==> src/rtl/red_pitaya_pwm_dac_if.sv <==
// rtl/red_pitaya_pwm_dac_if.sv - config word and PWM output bundle of one slow analog output
interface red_pitaya_pwm_dac_if;
    logic [23:0] cfg;
    logic        pwm;
    logic        cyc;
    logic        upd;

    modport master (output cfg, input pwm, input cyc, input upd);
    modport slave  (input cfg, output pwm, output cyc, output upd);
endinterface

==> src/rtl/red_pitaya_pwm_dac.sv <==
// rtl/red_pitaya_pwm_dac.sv - dithered PWM DAC, config double-buffered per 16-cycle super-period
// Optional dither: define RP_PWM_DAC_DITHER_EN to add B_s[bidx] to the base duty.
module red_pitaya_pwm_dac #(
    parameter int CCW = 156
) (
    input  logic                  clk_i,
    input  logic                  rst_i,
    red_pitaya_pwm_dac_if.slave   bus
);

    localparam logic [7:0] CNT_LAST = 8'(CCW - 1);
    localparam logic [8:0] DUTY_MAX = 9'(CCW);

    logic [7:0] cnt;
    logic [7:0] cnt_nxt;
    logic [3:0] bidx;
    logic [3:0] bidx_nxt;
    logic [7:0] v_s;
    logic [7:0] v_nxt;
    logic       wrap;
    logic       load;
    logic [8:0] sum_nxt;
    logic [8:0] duty_nxt;

`ifdef RP_PWM_DAC_DITHER_EN
    logic [15:0] b_s;
    logic [15:0] b_nxt;
`else
    logic unused_cfg_b;
    assign unused_cfg_b = ^bus.cfg[15:0];
`endif

    // Outputs are registered from next-state values so they line up with cnt without latency.
    always_comb begin
        wrap     = (cnt == CNT_LAST);
        load     = wrap && (bidx == 4'd15);
        cnt_nxt  = wrap ? 8'd0 : cnt + 8'd1;
        bidx_nxt = wrap ? bidx + 4'd1 : bidx;
        v_nxt    = load ? bus.cfg[23:16] : v_s;
`ifdef RP_PWM_DAC_DITHER_EN
        b_nxt    = load ? bus.cfg[15:0] : b_s;
        sum_nxt  = {1'b0, v_nxt} + {8'd0, b_nxt[bidx_nxt]};
`else
        sum_nxt  = {1'b0, v_nxt};
`endif
        duty_nxt = (sum_nxt > DUTY_MAX) ? DUTY_MAX : sum_nxt;
    end

    always_ff @(posedge clk_i or posedge rst_i) begin
        if (rst_i) begin
            cnt     <= CNT_LAST;
            bidx    <= 4'd15;
            v_s     <= 8'd0;
`ifdef RP_PWM_DAC_DITHER_EN
            b_s     <= 16'd0;
`endif
            bus.pwm <= 1'b0;
            bus.cyc <= 1'b0;
            bus.upd <= 1'b0;
        end else begin
            cnt     <= cnt_nxt;
            bidx    <= bidx_nxt;
            v_s     <= v_nxt;
`ifdef RP_PWM_DAC_DITHER_EN
            b_s     <= b_nxt;
`endif
            bus.pwm <= ({1'b0, cnt_nxt} < duty_nxt);
            bus.cyc <= (cnt_nxt == 8'd0);
            bus.upd <= (cnt_nxt == 8'd0) && (bidx_nxt == 4'd0);
        end
    end

endmodule

==> src/flat_wrapper.sv <==
// flat-port wrapper written by rule: the top's interface ports become plain ports
module red_pitaya_pwm_dac_flat 
#(
    parameter int CCW = 156
)
  (clk_i, rst_i, bus_cfg, bus_pwm, bus_cyc, bus_upd);
  red_pitaya_pwm_dac_if bus_i ();
  input  logic clk_i;
  input  logic rst_i;
  input wire logic [$bits(bus_i.cfg)-1:0] bus_cfg;
  output wire logic [$bits(bus_i.pwm)-1:0] bus_pwm;
  output wire logic [$bits(bus_i.cyc)-1:0] bus_cyc;
  output wire logic [$bits(bus_i.upd)-1:0] bus_upd;
  assign bus_i.cfg = bus_cfg;
  assign bus_pwm = bus_i.pwm;
  assign bus_cyc = bus_i.cyc;
  assign bus_upd = bus_i.upd;
  red_pitaya_pwm_dac #(.CCW(CCW)) u_core (.clk_i(clk_i), .rst_i(rst_i), .bus(bus_i));
endmodule
==> config.mk <==
export PLATFORM = sky130hd
export DESIGN_NAME = red_pitaya_pwm_dac_flat
export DESIGN_NICKNAME = d
export VERILOG_FILES = /design/src/rtl/red_pitaya_pwm_dac_if.sv /design/src/rtl/red_pitaya_pwm_dac.sv /design/src/flat_wrapper.sv
export SDC_FILE = /design/constraint.sdc
export NUM_CORES = 1
export LEC_CHECK = 0
export ABC_CLOCK_PERIOD_IN_PS = 6700
export BUFFER_PORTS_ARGS = -buffer_cell sky130_fd_sc_hd__buf_4
export CAP_MARGIN = 20
export CORE_AREA = 2 2 51 53
export CTS_BUF_LIST = sky130_fd_sc_hd__clkbuf_4
export DETAILED_ROUTE_END_ITERATION = 7
export DIE_AREA = 0 0 53 55
export PLACE_DENSITY = 0.86
export SYNTH_ARGS = -nofsm -noshare
export SYNTH_HDL_FRONTEND = slang
export SYNTH_SLANG_ARGS = --single-unit
==> constraint.sdc <==
create_clock -name clk_i -period 6.7 [get_ports clk_i]
set_input_delay 0.67 -clock clk_i [delete_from_list [all_inputs] [get_ports clk_i]]
set_output_delay 0.67 -clock clk_i [all_outputs]
set_load 0.005 [all_outputs]
* Word level (Yosys, flattened, before mapping)
Index checks and enable logic that the tools add are counted.
** Storage, ports and cells
- Register bits after elaboration :: 23
- Input bits :: 26
- Logic and storage cells :: 20
** Operators by class
- Add/sub/neg operators :: 2
- Magnitude comparators :: 2
- Equality and inequality tests :: 2
- Multiplexer cells :: 4
- Reductions and logical operators :: 4
** Operator list (count)
- 8-bit two-way mux :: 3
- 8-bit by 9-bit < comparator with 1-bit output :: 1
- 8-bit by 1-bit adder with 8-bit output, second input constant :: 1
- 8-bit equality test, second input constant :: 1
- 8-bit greater-than comparator, second input constant :: 1
- 8-bit logical NOT :: 1
- 4-bit by 1-bit adder with 4-bit output, second input constant :: 1
- 4-bit equality test, second input constant :: 1
- 4-bit logical NOT :: 1
- 4-bit two-way mux :: 1
- 1-bit logical AND :: 2

* Depth between registers and ports, before layout
- Depth in word-level cells :: 6
- Mapped depth :: 11
- Gate-level depth less buffers :: 10

* Worst setup path before layout
OpenSTA, ideal clock, no wires.
- Path kind :: flip-flop to flip-flop
- Start :: register u_core.cnt[0]
- End :: register u_core.bus.pwm
- Setup time :: 0.082 ns
- Arrival :: 2.695 ns
- Setup slack :: 3.923 ns
- Stages on the path, launching flop included :: 12
- Buffers on the path :: 1
- Clock period less this slack :: 2.777 ns
- Path through :: dfstp_2 ha_1 and3_1 and3_1 buf_2 mux2_2 nor2_1 ha_1 a211oi_1 o21ai_0 a221o_1 a31oi_1
** Between the ends
- Cells in the longest elaborated chain, start to end :: 6
- Elaborated cells on any way between the ends :: 8
- Those cells by class :: add/sub: 1; order compare: 2; eq/ne: 1; mux: 3; reduce/logical: 1
** RTL lines
- start, declared :: line red_pitaya_pwm_dac.sv:14 : logic [7:0] cnt;
- start signal, assigned :: line red_pitaya_pwm_dac.sv:61 : cnt <= cnt_nxt;
- 8-bit equality test * :: line red_pitaya_pwm_dac.sv:35 : wrap = (cnt == CNT_LAST);
- 1-bit logical AND * :: line red_pitaya_pwm_dac.sv:36 : load = wrap && (bidx == 4'd15);
- 8-bit two-way mux * :: line red_pitaya_pwm_dac.sv:39 : v_nxt = load ? bus.cfg[23:16] : v_s;
- via u_core.v_nxt[4] :: line red_pitaya_pwm_dac.sv:19 : logic [7:0] v_nxt;
- 8-bit greater-than comparator :: line red_pitaya_pwm_dac.sv:46 : duty_nxt = (sum_nxt > DUTY_MAX) ? DUTY_MAX : sum_nxt;
- 8-bit two-way mux * :: line red_pitaya_pwm_dac.sv:46
- 8-bit by 9-bit < comparator with 1-bit output * :: line red_pitaya_pwm_dac.sv:67 : bus.pwm <= ({1'b0, cnt_nxt} < duty_nxt);
- end signal, assigned :: line red_pitaya_pwm_dac.sv:67
- end, declared :: line red_pitaya_pwm_dac_if.sv:9 : modport slave (input cfg, output pwm, output cyc, output upd);
Mark *: on every way through the listed nets, which the timed path passes. The rest lies on a longest branch.

* Final worst setup path
- Start :: register u_core.cnt[0]
- End :: register u_core.bus.pwm
** Between the ends
- Cells in the longest elaborated chain, start to end :: 6
- Elaborated cells on any way between the ends :: 8
- Those cells by class :: add/sub: 1; order compare: 2; eq/ne: 1; mux: 3; reduce/logical: 1
** RTL lines (line)
- 8-bit equality test :: red_pitaya_pwm_dac.sv:35
- 1-bit logical AND :: red_pitaya_pwm_dac.sv:36
- 8-bit two-way mux :: red_pitaya_pwm_dac.sv:39
- 8-bit greater-than comparator :: red_pitaya_pwm_dac.sv:46
- 8-bit two-way mux :: red_pitaya_pwm_dac.sv:46
- 8-bit by 9-bit < comparator with 1-bit output * :: red_pitaya_pwm_dac.sv:67
Mark *: on every way between the ends. The rest lies on a longest branch, timed or not.

==> out/metrics.csv <==
stage,metric,value,unit
status,status,completed,
finish,layout_commonest_cell,dfrtp_1,
floorplan,fp-row-count,18,
cts,cts_tree,done,
min_path,min_to,u_core.v_s[0],
cts,htree_levels,1,
worst_setup_path,path_class,flip-flop to flip-flop,
floorplan,start_util,56.24,%
floorplan,io_pins,29,
drt,met2WireLength,1288,um
worst_setup_path,cp.required,6920,ps
synthesis,synth_cell_types,38,
cts,root_buffer,clkbuf_4,
worst_setup_path,path_max_fanout,9,
floorplan,die_x,53,um
worst_setup_path,reg2reg_from,u_core.cnt[0],
power_and_ir_drop,peakVddDrop,0.1824,mV
worst_setup_path,critPathLaunchType,flip-flop,
sta,fmax,0.3136,GHz
synthesis,synth_edf_count,0,
placed_design,placed_cells,163,
placed_design,gp_congestion,0.9120,
drt,drc,0,
drt,viasPerCell,5.928,
min_path,worstHoldStart,u_core.v_s[0],
worst_setup_path,timing.rr.end,u_core.bus.pwm,
cts,cts_max_path_buffers,2,
global_routing,overflow,0,
drt,highest_layer,met4,
sta,hold_viol,0,
worst_setup_path,worstPathArrival,3410,ps
drt,wl_met3,65,um
cts,cts_resized,0,
synthesis,syn_area_per_cell,10.64,um^2
floorplan,die_h,55,um
drt,drt_iter0_drc,9,
sta,fin_skew,1.182,ps
drt,finalWirelength,2447,um
cts,path_clk_slew,110,ps
finish,layout-drive-gt1-share,27.01,%
cts,cts_hold_buf,0,
power_and_ir_drop,leakage,0.0006405,uW
cts,clk_latency,300,ps
drt,via_count,990,
floorplan,core_area,0.002365,mm^2
finish,nets,173,
finish,area_delta_synth_final,9.784,%
sta,setup_viol,0,
worst_setup_path,r2r_slack,3510,ps
drt,wl_met1,1049,um
placed_design,place_hpwl,1969,um
finish,seqCellArea,586.8,um^2
finish,num-fill-cells,198,
floorplan,fp.dieArea,0.002915,mm^2
global_routing,antenna_found_initial,0,
worst_setup_path,critPathCaptureType,flip-flop,
min_path,hp-class,flip-flop to flip-flop,
cts,cts_buffers,3,
cts,cts_setup_buffers,0,
finish,antennaDiodeCount,0,
sta,tightest_slew,835.9,ps
finish,final_cell_mix,"dfrtp_1, buf_4, nor2_1",
worst_setup_path,rr_worst_depth,10,
global_routing,grt_pass1_wl,4188,um
sta,slew_viol_final,0,
synthesis,synth_seq_cells,23,
sta,post-route-period-util,47.60,%
drt,dr.pass1.iters,5,
synthesis,yosys_most_used_dff,dfrtp_1,
drt,wl_per_cell,14.65,um
global_routing,grt_usage,20.02,%
sta,fin_tns_setup,0,ps
global_routing,grt_pass1_vias,993,
cts,cts_sinks,23,
drt,drtAntennaViolNets,0,
placed_design,io_buffers,12,
synthesis,synthCells,125,
synthesis,synth-seq-area-share,44.12,%
synthesis,yosys_warnings,0,
finish,fin_cells,167,
finish,multi_input_area,708.2,um^2
min_path,holdPathStages,2,
sta,fin_crit,3189,ps
power_and_ir_drop,p_per_area,149.4,mW/mm^2
sta,slew_headroom,44.22,%
global_routing,grt_max_degree,24,
synthesis,netlist_area,0.001330,mm^2
synthesis,synth-async-reset-ratio,100.0,%
job,max_cap_violations,0,
synthesis,syn-num-nets,160,
sta,rsz0062_at_grt,no,
## area by class of cell
cell class	count	area share [%]
timing repair buffer	12	6.170
sequential	23	40.19
tap	30	2.571
clock buffer	4	2.057
inverter	2	0.5141
multi-input combinational	96	48.50
## cell families after synthesis
family                   after synthesis  synth area share, %
AO/OA/AOI/OAI                         18                8.655
buffers and inverters                  6                2.634
AND/OR/NAND/NOR                       51                22.58
flip-flops                            23                44.12
XOR/XNOR                               8                5.268
multiplexers                          10                8.279
adder cells (fa/ha/maj)                9                8.467
## sequential cells by signal, summed over array words and instances, names as in the netlist
register and flops:
u_core.cnt 8, u_core.v_s 8, u_core.bus.upd 1, u_core.bus.cyc 1, u_core.bus.pwm 1, u_core.bidx 4
## how the worst max path moves through the flow
stage                        from             end  slack [ps]  cells after the start
detailed placement  u_core.cnt[0]  u_core.bus.pwm        3580                     10
floorplan           u_core.cnt[0]  u_core.bus.pwm        3920                     11
global route        u_core.cnt[0]  u_core.bus.pwm        3270                     10
global placement    u_core.cnt[0]  u_core.bus.pwm        3590                     10
finish              u_core.cnt[0]  u_core.bus.pwm        3510                     10
CTS                 u_core.cnt[0]  u_core.bus.pwm        3540                     10
## cell usage after synthesis (all sizes together), types with 2 or more instances
master / instances / area [um^2]
dfrtp: 14 / 350.3
nor2: 12 / 61.31
dfstp: 9 / 236.5
ha: 9 / 112.6
nand2: 9 / 33.78
mux2: 8 / 90.09
nand4: 8 / 50.05
o21ai: 8 / 40.04
nand3: 5 / 25.02
xnor2: 5 / 43.79
and3: 4 / 25.02
buf: 3 / 23.77
nand2b: 3 / 18.77
xor2: 3 / 26.28
a211oi: 2 / 15.01
inv: 2 / 7.510
mux2i: 2 / 20.02
nor3: 2 / 10.01
## report_power, final
part,internal (uW),total [uW],switching [uW]
Sequential,140,141,0.486
Combinational,6.51,13.2,6.65
Clock,27.3,64.1,36.9
Total,174,218,44.0
## worst max-delay path, stage by stage, from the launching register on
cell	delay [ps]
dfstp_2	600
ha_1	290
and3_1	210
and3_1	390
mux2i_1	410
nor2_1	90
ha_1	300
a211oi_1	220
o21ai_0	110
a221o_1	300
a31oi_1	170
## layer usage
| layer | global-route usage (%) | up-vias |
|---|---|---|
| li1 | - | 486 |
| met1 | 22.97 | 479 |
| met2 | 36.88 | 19 |
| met3 | 4.032 | 6 |
| met4 | 7.692 | 0 |
| met5 | 0 | - |
## per-stage QoR
stage | total power (uW) | cell area [um^2] | util (%) | hold WS [ps] | setup WS [ps]
6_report | 218.1 | 1460 | 61.75 | 485.6 | 3511
5_1_grt | 226.9 | 1460 | 61.75 | 523.0 | 3266
4_1_cts | 220.8 | 1460 | 61.75 | 497.6 | 3539
3_5_place_dp | 156.6 | 1430 | 60.48 | 471.2 | 3579
3_3_place_gp | 156.1 | 1430 | 60.48 | 445.9 | 3589
2_1_floorplan | 149.5 | 1330 | - | 430.5 | 3923
Note: power is estimated with default switching activity, not from simulation.
